`src/rtl/alu_decode_stage_if.sv`:
```
// ID->EX handshake bundle: instruction side (in_*) and decoded-entry side (out_*).
// The stage takes the slave view; whoever drives instructions and consumes entries takes master.
interface alu_decode_stage_if #(
  parameter int XLEN = 32
);
  logic            in_valid;
  logic            in_ready;
  logic [31:0]     in_instr;
  logic [XLEN-1:0] in_pc;

  logic            out_valid;
  logic            out_ready;
  logic [3:0]      out_alu_ctrl;
  logic            out_use_imm;
  logic [XLEN-1:0] out_imm;
  logic [4:0]      out_rs1;
  logic [4:0]      out_rs2;
  logic [4:0]      out_rd;
  logic            out_reg_write;
  logic            out_is_load;
  logic            out_is_store;
  logic            out_is_branch;
  logic            out_branch_ne;
  logic            out_illegal;
  logic [XLEN-1:0] out_pc;

  modport master (
    output in_valid, in_instr, in_pc, out_ready,
    input  in_ready, out_valid, out_alu_ctrl, out_use_imm, out_imm,
           out_rs1, out_rs2, out_rd, out_reg_write, out_is_load,
           out_is_store, out_is_branch, out_branch_ne, out_illegal, out_pc
  );

  modport slave (
    input  in_valid, in_instr, in_pc, out_ready,
    output in_ready, out_valid, out_alu_ctrl, out_use_imm, out_imm,
           out_rs1, out_rs2, out_rd, out_reg_write, out_is_load,
           out_is_store, out_is_branch, out_branch_ne, out_illegal, out_pc
  );
endinterface

```
`src/rtl/alu_decode_stage.sv`:
```
// RV32I ID->EX stage: decodes ALU control/operand selects and registers them
// through a 2-entry skid buffer (main + skid) with backpressure and flush.
module alu_decode_stage #(
  parameter int XLEN = 32
) (
  input  logic               clk,
  input  logic               rst,
  input  logic               flush,
  alu_decode_stage_if.slave  io
);
  localparam logic [6:0] OP_R      = 7'b0110011;
  localparam logic [6:0] OP_I      = 7'b0010011;
  localparam logic [6:0] OP_LOAD   = 7'b0000011;
  localparam logic [6:0] OP_STORE  = 7'b0100011;
  localparam logic [6:0] OP_BRANCH = 7'b1100011;

  localparam logic [3:0] ALU_AND  = 4'b0000;
  localparam logic [3:0] ALU_OR   = 4'b0001;
  localparam logic [3:0] ALU_ADD  = 4'b0010;
  localparam logic [3:0] ALU_SUB  = 4'b0100;
  localparam logic [3:0] ALU_SLTU = 4'b1000;

  typedef struct packed {
    logic [3:0]      alu_ctrl;
    logic            use_imm;
    logic [XLEN-1:0] imm;
    logic [4:0]      rs1;
    logic [4:0]      rs2;
    logic [4:0]      rd;
    logic            reg_write;
    logic            is_load;
    logic            is_store;
    logic            is_branch;
    logic            branch_ne;
    logic            illegal;
    logic [XLEN-1:0] pc;
  } dec_t;

  typedef enum logic [1:0] {EMPTY, ONE, TWO} state_e;

  state_e state_q, state_d;
  dec_t   main_q, main_d;
  dec_t   skid_q, skid_d;
  dec_t   dec;

  logic [31:0] instr;
  logic [6:0]  opc;
  logic [2:0]  f3;
  logic [6:0]  f7;
  logic        push, pop;

  assign instr = io.in_instr;
  assign opc   = instr[6:0];
  assign f3    = instr[14:12];
  assign f7    = instr[31:25];

  always_comb begin
    dec           = '0;
    dec.alu_ctrl  = ALU_ADD;
    dec.rs1       = instr[19:15];
    dec.rs2       = instr[24:20];
    dec.rd        = instr[11:7];
    dec.pc        = io.in_pc;
    case (opc)
      OP_R: begin
        dec.reg_write = 1'b1;
        if (f3 == 3'b000 && f7 == 7'b0100000) dec.alu_ctrl = ALU_SUB;
        else if (f7 != 7'b0000000)            dec.illegal  = 1'b1;
        else begin
          case (f3)
            3'b000:  dec.alu_ctrl = ALU_ADD;
            3'b111:  dec.alu_ctrl = ALU_AND;
            3'b110:  dec.alu_ctrl = ALU_OR;
            3'b011:  dec.alu_ctrl = ALU_SLTU;
            default: dec.illegal  = 1'b1;
          endcase
        end
      end
      OP_I: begin
        dec.reg_write = 1'b1;
        dec.use_imm   = 1'b1;
        dec.imm       = {{(XLEN-12){instr[31]}}, instr[31:20]};
        case (f3)
          3'b000:  dec.alu_ctrl = ALU_ADD;
          3'b111:  dec.alu_ctrl = ALU_AND;
          3'b110:  dec.alu_ctrl = ALU_OR;
          3'b011:  dec.alu_ctrl = ALU_SLTU;
          default: dec.illegal  = 1'b1;
        endcase
      end
      OP_LOAD: begin
        dec.reg_write = 1'b1;
        dec.use_imm   = 1'b1;
        dec.is_load   = 1'b1;
        dec.imm       = {{(XLEN-12){instr[31]}}, instr[31:20]};
      end
      OP_STORE: begin
        dec.use_imm  = 1'b1;
        dec.is_store = 1'b1;
        dec.imm      = {{(XLEN-12){instr[31]}}, instr[31:25], instr[11:7]};
      end
      OP_BRANCH: begin
        // EX compares via the ALU zero flag, so both BEQ and BNE subtract
        dec.alu_ctrl  = ALU_SUB;
        dec.is_branch = 1'b1;
        dec.imm       = {{(XLEN-12){instr[31]}}, instr[7], instr[30:25], instr[11:8], 1'b0};
        case (f3)
          3'b000:  dec.branch_ne = 1'b0;
          3'b001:  dec.branch_ne = 1'b1;
          default: dec.illegal   = 1'b1;
        endcase
      end
      default: dec.illegal = 1'b1;
    endcase
    // Illegal encodings are neutralised so EX never acts on them.
    if (dec.illegal) begin
      dec.alu_ctrl  = ALU_ADD;
      dec.use_imm   = 1'b0;
      dec.imm       = '0;
      dec.reg_write = 1'b0;
      dec.is_load   = 1'b0;
      dec.is_store  = 1'b0;
      dec.is_branch = 1'b0;
      dec.branch_ne = 1'b0;
    end
  end

  assign io.in_ready  = (state_q != TWO);
  assign io.out_valid = (state_q != EMPTY);
  assign push = io.in_valid & io.in_ready;
  assign pop  = io.out_valid & io.out_ready;

  always_comb begin
    state_d = state_q;
    main_d  = main_q;
    skid_d  = skid_q;
    if (flush) begin
      state_d = EMPTY;
    end else begin
      case (state_q)
        EMPTY: if (push) begin
          state_d = ONE;
          main_d  = dec;
        end
        ONE: begin
          if (push && !pop) begin
            state_d = TWO;
            skid_d  = dec;
          end else if (push && pop) begin
            main_d  = dec;
          end else if (pop) begin
            state_d = EMPTY;
          end
        end
        TWO: if (pop) begin
          state_d = ONE;
          main_d  = skid_q;
        end
        default: state_d = EMPTY;
      endcase
    end
  end

  always_ff @(posedge clk or posedge rst) begin
    if (rst) begin
      state_q <= EMPTY;
      main_q  <= '0;
      skid_q  <= '0;
    end else begin
      state_q <= state_d;
      main_q  <= main_d;
      skid_q  <= skid_d;
    end
  end

  assign io.out_alu_ctrl  = main_q.alu_ctrl;
  assign io.out_use_imm   = main_q.use_imm;
  assign io.out_imm       = main_q.imm;
  assign io.out_rs1       = main_q.rs1;
  assign io.out_rs2       = main_q.rs2;
  assign io.out_rd        = main_q.rd;
  assign io.out_reg_write = main_q.reg_write;
  assign io.out_is_load   = main_q.is_load;
  assign io.out_is_store  = main_q.is_store;
  assign io.out_is_branch = main_q.is_branch;
  assign io.out_branch_ne = main_q.branch_ne;
  assign io.out_illegal   = main_q.illegal;
  assign io.out_pc        = main_q.pc;
endmodule

```
`src/flat_wrapper.sv`:
```
// flat-port wrapper written by rule: the top's interface ports become plain ports
module alu_decode_stage_flat 
#(
  parameter int XLEN = 32
)
  (clk, rst, flush, io_in_valid, io_in_instr, io_in_pc, io_out_ready, io_in_ready, io_out_valid, io_out_alu_ctrl, io_out_use_imm, io_out_imm, io_out_rs1, io_out_rs2, io_out_rd, io_out_reg_write, io_out_is_load, io_out_is_store, io_out_is_branch, io_out_branch_ne, io_out_illegal, io_out_pc);
  alu_decode_stage_if #(.XLEN(XLEN)) io_i ();
  input  logic clk;
  input  logic rst;
  input  logic flush;
  input wire logic [$bits(io_i.in_valid)-1:0] io_in_valid;
  input wire logic [$bits(io_i.in_instr)-1:0] io_in_instr;
  input wire logic [$bits(io_i.in_pc)-1:0] io_in_pc;
  input wire logic [$bits(io_i.out_ready)-1:0] io_out_ready;
  output wire logic [$bits(io_i.in_ready)-1:0] io_in_ready;
  output wire logic [$bits(io_i.out_valid)-1:0] io_out_valid;
  output wire logic [$bits(io_i.out_alu_ctrl)-1:0] io_out_alu_ctrl;
  output wire logic [$bits(io_i.out_use_imm)-1:0] io_out_use_imm;
  output wire logic [$bits(io_i.out_imm)-1:0] io_out_imm;
  output wire logic [$bits(io_i.out_rs1)-1:0] io_out_rs1;
  output wire logic [$bits(io_i.out_rs2)-1:0] io_out_rs2;
  output wire logic [$bits(io_i.out_rd)-1:0] io_out_rd;
  output wire logic [$bits(io_i.out_reg_write)-1:0] io_out_reg_write;
  output wire logic [$bits(io_i.out_is_load)-1:0] io_out_is_load;
  output wire logic [$bits(io_i.out_is_store)-1:0] io_out_is_store;
  output wire logic [$bits(io_i.out_is_branch)-1:0] io_out_is_branch;
  output wire logic [$bits(io_i.out_branch_ne)-1:0] io_out_branch_ne;
  output wire logic [$bits(io_i.out_illegal)-1:0] io_out_illegal;
  output wire logic [$bits(io_i.out_pc)-1:0] io_out_pc;
  assign io_i.in_valid = io_in_valid;
  assign io_i.in_instr = io_in_instr;
  assign io_i.in_pc = io_in_pc;
  assign io_i.out_ready = io_out_ready;
  assign io_in_ready = io_i.in_ready;
  assign io_out_valid = io_i.out_valid;
  assign io_out_alu_ctrl = io_i.out_alu_ctrl;
  assign io_out_use_imm = io_i.out_use_imm;
  assign io_out_imm = io_i.out_imm;
  assign io_out_rs1 = io_i.out_rs1;
  assign io_out_rs2 = io_i.out_rs2;
  assign io_out_rd = io_i.out_rd;
  assign io_out_reg_write = io_i.out_reg_write;
  assign io_out_is_load = io_i.out_is_load;
  assign io_out_is_store = io_i.out_is_store;
  assign io_out_is_branch = io_i.out_is_branch;
  assign io_out_branch_ne = io_i.out_branch_ne;
  assign io_out_illegal = io_i.out_illegal;
  assign io_out_pc = io_i.out_pc;
  alu_decode_stage #(.XLEN(XLEN)) u_core (.clk(clk), .rst(rst), .flush(flush), .io(io_i));
endmodule
```
`config.mk`:
```
export PLATFORM = sky130hd
export DESIGN_NAME = alu_decode_stage_flat
export DESIGN_NICKNAME = d
export VERILOG_FILES = /design/src/rtl/alu_decode_stage_if.sv /design/src/rtl/alu_decode_stage.sv /design/src/flat_wrapper.sv
export SDC_FILE = /design/constraint.sdc
export NUM_CORES = 1
export LEC_CHECK = 0
export ABC_AREA = 1
export BUFFER_PORTS_ARGS = -buffer_cell sky130_fd_sc_hd__buf_2
export CAP_MARGIN = 20
export CORE_UTILIZATION = 25
export CTS_CLUSTER_DIAMETER = 80
export CTS_CLUSTER_SIZE = 14
export DETAILED_ROUTE_END_ITERATION = 8
export GPL_TIMING_DRIVEN = 0
export HOLD_SLACK_MARGIN = 0.08
export SLEW_MARGIN = 20
export SYNTH_ARGS = -nofsm -noshare
export SYNTH_HDL_FRONTEND = slang
export SYNTH_SLANG_ARGS = --single-unit
```
`constraint.sdc`:
```
create_clock -name clk -period 4.4 [get_ports clk]
set_clock_uncertainty 0.2 [all_clocks]
set_input_delay 0.22 -clock clk [delete_from_list [all_inputs] [get_ports clk]]
set_output_delay 0.22 -clock clk [all_outputs]
set_load 0.005 [all_outputs]
```
* Word level (Yosys, flattened, before mapping) *
Index checks and enable logic that the tools add are counted.

word-level totals
  bits in latches = 0
  memories kept = 0
  flip-flop bits (word level) = 182
  output and inout bits = 92
  memory bits (writable) = 0
  memory bits (read-only) = 0
  logic and storage cells = 99

cells by class
  divide/modulo/power cells = 0
  shifts and indexed selects = 0
  order comparisons = 0
  reductions and logical operators = 18
  bitwise operators = 3
  equal/unequal tests = 21
  multiply operators = 0
  mux-type cells = 30
  add/subtract/negate cells = 0

operators by type and width
  cell                  count
  $mux W90              4
  $pmux W90 S3          1
  $pmux W32 S3          1
  $mux W37              1
  $pmux W4 S3           2
  $eq A7 B6 Y1 const B  3
  $mux W2               7
  $mux W1               9
  $mux W4               2
  $eq A7 B2 Y1 const B  1
  $eq A7 B5 Y1 const B  1
  $eq A7 B7 Y1 const B  1
  $reduce_bool A7 Y1    1
  $eq A3 B3 Y1 const B  2
  $ne A2 B1 Y1 const B  3
  $ne A3 B2 Y1 const B  2
  $pmux W2 S3           1
  $reduce_and A6 Y1     1
  $reduce_or A2 Y1      3
  $reduce_or A3 Y1      2
  $mux W5               1
  $ne A2 B2 Y1 const B  2
  $ne A4 B2 Y1 const B  1
  $ne A4 B3 Y1 const B  1
  16 further kinds      19

* Longest topological paths before layout *
  depth after elaboration = 10
  mapped depth = 11

* Worst setup path before layout *
OpenSTA, ideal clock, no wires.

  kind = flip-flop to flip-flop
  start = reg u_core.state_q[1]
  end = reg u_core.skid_q[37] (netlist name)
  slack = 2.772 ns
  cell stages (with the launch flop) = 9
  arrival time = 1.296 ns
  buffers on the path = 2
  period minus slack after synthesis = 1.628 ns
  path through = dfrtp_1 nand2_4 nand2_2 nor3_4 inv_2 buf_2 buf_2 nand2_1 o21ai_1

between the ends
  word-level cells in the longest chain between the ends = 5
  elaborated cells on any way between the ends = 8
  classes of those cells = 2 x eq/ne; 2 x bitwise; 4 x reduce/logical

RTL lines
  element                               line                     text
  from (decl)                           alu_decode_stage.sv:41   state_e state_q, state_d;
  from (signal assigned)                alu_decode_stage.sv:170  state_q <= state_d;
  $reduce_bool A2 Y1                    alu_decode_stage.sv:129  assign io.out_valid = (state_q != EMPTY);
  $and A1 B1 Y1                         alu_decode_stage.sv:131  assign pop = io.out_valid & io.out_ready;
  $logic_not A1 Y1                      alu_decode_stage.sv:146  if (push && !pop) begin
  $logic_and A1 B1 Y1                   alu_decode_stage.sv:146
  $reduce_and A3 Y1 (no source line) *  --
  to (signal assigned)                  alu_decode_stage.sv:172  skid_q <= skid_d;
  to (decl)                             alu_decode_stage.sv:43   dec_t skid_q, skid_d;

Mark *: on every way between the ends. The rest lies on a longest branch, timed or not.
A chain may end at the register's enable or synchronous reset.

* Worst setup path in the final report *
  start = reg u_core.state_q[1]
  end = out io_in_ready

between the ends
  word-level cells in the longest chain between the ends = 1

RTL lines
  element       line                     text
  $ne A2 B2 Y1  alu_decode_stage.sv:128  assign io.in_ready = (state_q != TWO);
  to (decl)     flat_wrapper.sv:15       output wire logic [$bits(io_i.in_ready)-1:0] io_in_ready;

No other way between the ends.

==> results_dict.tcl <==
set metrics [dict create \
    cts_tree "built" \
    cts.clk_slew.worst_paths_ps 60 \
    setup_violations 0 \
    fp-row-count 60 \
    rsz0062_at_grt "no" \
    clk_latency_ps 420 \
    slowest_delay_ps 440 \
    path_depth 4 \
    ys_seq_area_share_pct 51.5 \
    syn_area_mm2 0.00699 \
    ff_latch_area_mm2 0.00360 \
    chipHeight_um 169 \
    whs_path_depth 6 \
    cp_common_cell "buf_2" \
    numPortBuffers 160 \
    finalCritPeriodShare_pct 53.7 \
    worst_path_max_delay_cell "clkbuf_1" \
    yosysUniqueCellTypes 31 \
    die_w_um 169 \
    cp.arrival_ps 1940 \
    routed_wl_mm 20.9 \
    ir_worst_vdd_v 0.000229 \
    synth_warnings 0 \
    syn_inst 880 \
    p_per_area_mw_per_mm2 409 \
    first_pass_iters 5 \
    cts_setup_buffers 0 \
    cts-root-buf "clkbuf_16" \
    grt_max_degree 80 \
    end_kind "primary output" \
    tightestPinTransition_ps 618 \
    fin_nets 1194 \
    final_area_mm2 0.00947 \
    period_minus_slack_ps 2360 \
    drtAntennaViolNets 0 \
    finalPower_w 0.00387 \
    cts_buffers 17 \
    drive_above_1_share_pct 24.1 \
    final_max_slew_viol_count 0 \
    fillerInstances 2910 \
    relSlewSlack_pct 58.8 \
    dp_hpwl_mm 15.1 \
    ys_seq_elements 144 \
    clockBufferDepth 2 \
    htreeDepth 4 \
    grt_usage_pct 14.9 \
    syn_nets 949 \
    r2r_slack_ps 2060 \
    gp_congestion 0.873 \
    core-area_mm2 0.0272 \
    path_class "reg -> out" \
    crit_required_ps 3980 \
    wl_per_cell_um 13.9 \
    cts_resized 0 \
    initial_core_util_pct 25.7 \
    dieArea_mm2 0.0286 \
    n_antenna_cell 0 \
    dp_cells 1413 \
    outcome "finished clean" \
    drc 0 \
    area_growth_pct 35.4 \
    grt_pass1_vias 6162 \
    syn_area_per_cell_um2 7.95 \
    first_iter_violations 333 \
    grt_pass1_wl_mm 33.1 \
    critPathMaxFanout 10 \
    path_cells "nand2_4 -> clkbuf_1 -> buf_2 -> buf_2" \
    hp-class "in -> reg" \
    cts.sinks 144 \
    vias_per_cell 4.29 \
    multiInputGateArea_mm2 0.00269 \
    hold_ws_ps 144 \
    maxCapViolCount 0 \
    startpoint_type "flip-flop" \
    place_area_mm2 0.00829 \
    leakage_nw 4.94 \
    holdBufCountCts 65 \
    grt_overflow_total 0 \
    antenna_found_initial 0 \
    timing.fmax_mhz 424 \
    final_cells 1510 \
    rr_worst_depth 8 \
    hold_viol 0 \
    vias 6481 \
    cp_num_buf_inv 3 \
    io_pins 161 \
    critPathTopFamily "buffers and inverters" \
]
[power breakdown]
group | internal, W | switching, W
clock | 0.000725 | 0.000581
sequential | 0.00164 | 0.000134
combinational | 0.000349 | 0.000440
[flip-flops by register name, summed over array words and instances, names as in the netlist]
| register | cells |
|---|---|
| u_core.skid_q | 71 |
| u_core.io.out_pc | 32 |
| u_core.io.out_imm | 13 |
| u_core.io.out_rd | 5 |
| u_core.io.out_rs1 | 5 |
| u_core.io.out_rs2 | 5 |
| u_core.io.out_alu_ctrl | 4 |
| u_core.state_q | 2 |
| u_core.io.out_branch_ne | 1 |
| u_core.io.out_illegal | 1 |
| u_core.io.out_is_branch | 1 |
| u_core.io.out_is_load | 1 |
| u_core.io.out_is_store | 1 |
| u_core.io.out_reg_write | 1 |
| u_core.io.out_use_imm | 1 |
[synth_stat cells]
library cell,count,area (µm²)
nand2_1,282,1060
dfrtp_1,144,3600
o21ai_0,142,711
inv_1,73,274
nor2_1,62,233
o21ai_1,33,165
buf_2,25,125
buf_4,20,150
clkbuf_1,18,67.6
nand3_1,17,85.1
nand4_2,9,113
inv_2,8,30.0
nand4_1,8,50.1
a21oi_1,6,30.0
buf_6,4,45.0
nor3_1,4,20.0
nand2_2,3,18.8
nand2_4,3,33.8
nand3_2,3,30.0
nor2_4,3,33.8
nor2_2,2,12.5
o21ai_2,2,17.5
a2bb2oi_1,1,8.76
buf_1,1,3.75
nor2_8,1,20.0
nor3_4,1,16.3
o211ai_1,1,7.51
o21a_1,1,7.51
o22ai_1,1,6.26
o31ai_1,1,7.51
xnor2_1,1,8.76
[cell type report]
cell class              count  share of cell area [%]
plain buffers              68                    4.13
clock buffers              21                    4.65
clock inverters            11                   0.911
inverters                  81                    3.29
multi-input cells         587                    28.4
flip-flops and latches    144                    38.0
well taps                 372                    4.91
repair buffers            226                    15.6
[metal layers]
layer	global-route usage (%)	vias up	part of all wire, %
met4	3.37	0	1.0
met1	19.8	3041	48
met5	0	-	0
li1	-	3274	-
met2	24.9	149	47
met3	2.80	17	3.7
[placed cells by master (no fill, tap or decap), types with 8 or more instances in the layout]
master | netlist | layout
nand4_1 | 8 | 8
clkbuf_1 | 18 | 22
nand3_1 | 17 | 17
dlygate4sd3_1 | 0 | 65
nor2_1 | 62 | 62
clkbuf_16 | 0 | 17
dfrtp_1 | 144 | 144
nand4_2 | 9 | 9
inv_2 | 8 | 8
inv_1 | 73 | 72
o21ai_0 | 142 | 142
nand2_1 | 282 | 282
buf_4 | 20 | 20
buf_2 | 25 | 185
o21ai_1 | 33 | 33
[cell families (layout without fill, tap and decap cells)]
| kind of cell | Yosys count | count (layout) | share of synthesized area [%] |
|---|---|---|---|
| AOI/OAI and AO/OA | 188 | 188 | 13.7 |
| buffers and inverters | 149 | 407 | 9.95 |
| DFF | 144 | 144 | 51.5 |
| and+or+nand+nor | 398 | 398 | 24.7 |
| xor gates and xnor gates | 1 | 1 | 0.125 |
[worst min-delay path, delay by kind of cell]
kind | cells | cell delay (ps)
simple gates | 4 | 290
buf+inv | 1 | 120
compound gates | 1 | 70
[path summary, 6_finish.rpt]
check                                               from                         endpoint
setup / recovery           u_core.state_q[1]$_DFFE_PP0P_                      io_in_ready
max in group asynchronous                            rst    u_core.state_q[1]$_DFFE_PP0P_
hold / removal                           io_in_instr[12]    u_core.skid_q[86]$_DFFE_PP0P_
setup reg to reg           u_core.state_q[0]$_DFFE_PP0P_    u_core.state_q[1]$_DFFE_PP0P_
min in group asynchronous                            rst  u_core.io.out_pc[7]$_DFFE_PP0P_
hold reg to reg            u_core.skid_q[36]$_DFFE_PP0P_    u_core.skid_q[36]$_DFFE_PP0P_
[through the flow]
step                setup WS (ps)  setup TNS [ps]  util, %
detailed placement           2450               0     30.5
CTS                          2030               0     34.9
floorplan                     114               0        -
finish                       2040               0     34.9
global route                 1860               0     34.9
global placement            -1820         -259000     30.4
Note: power is estimated with default switching activity, not from simulation.
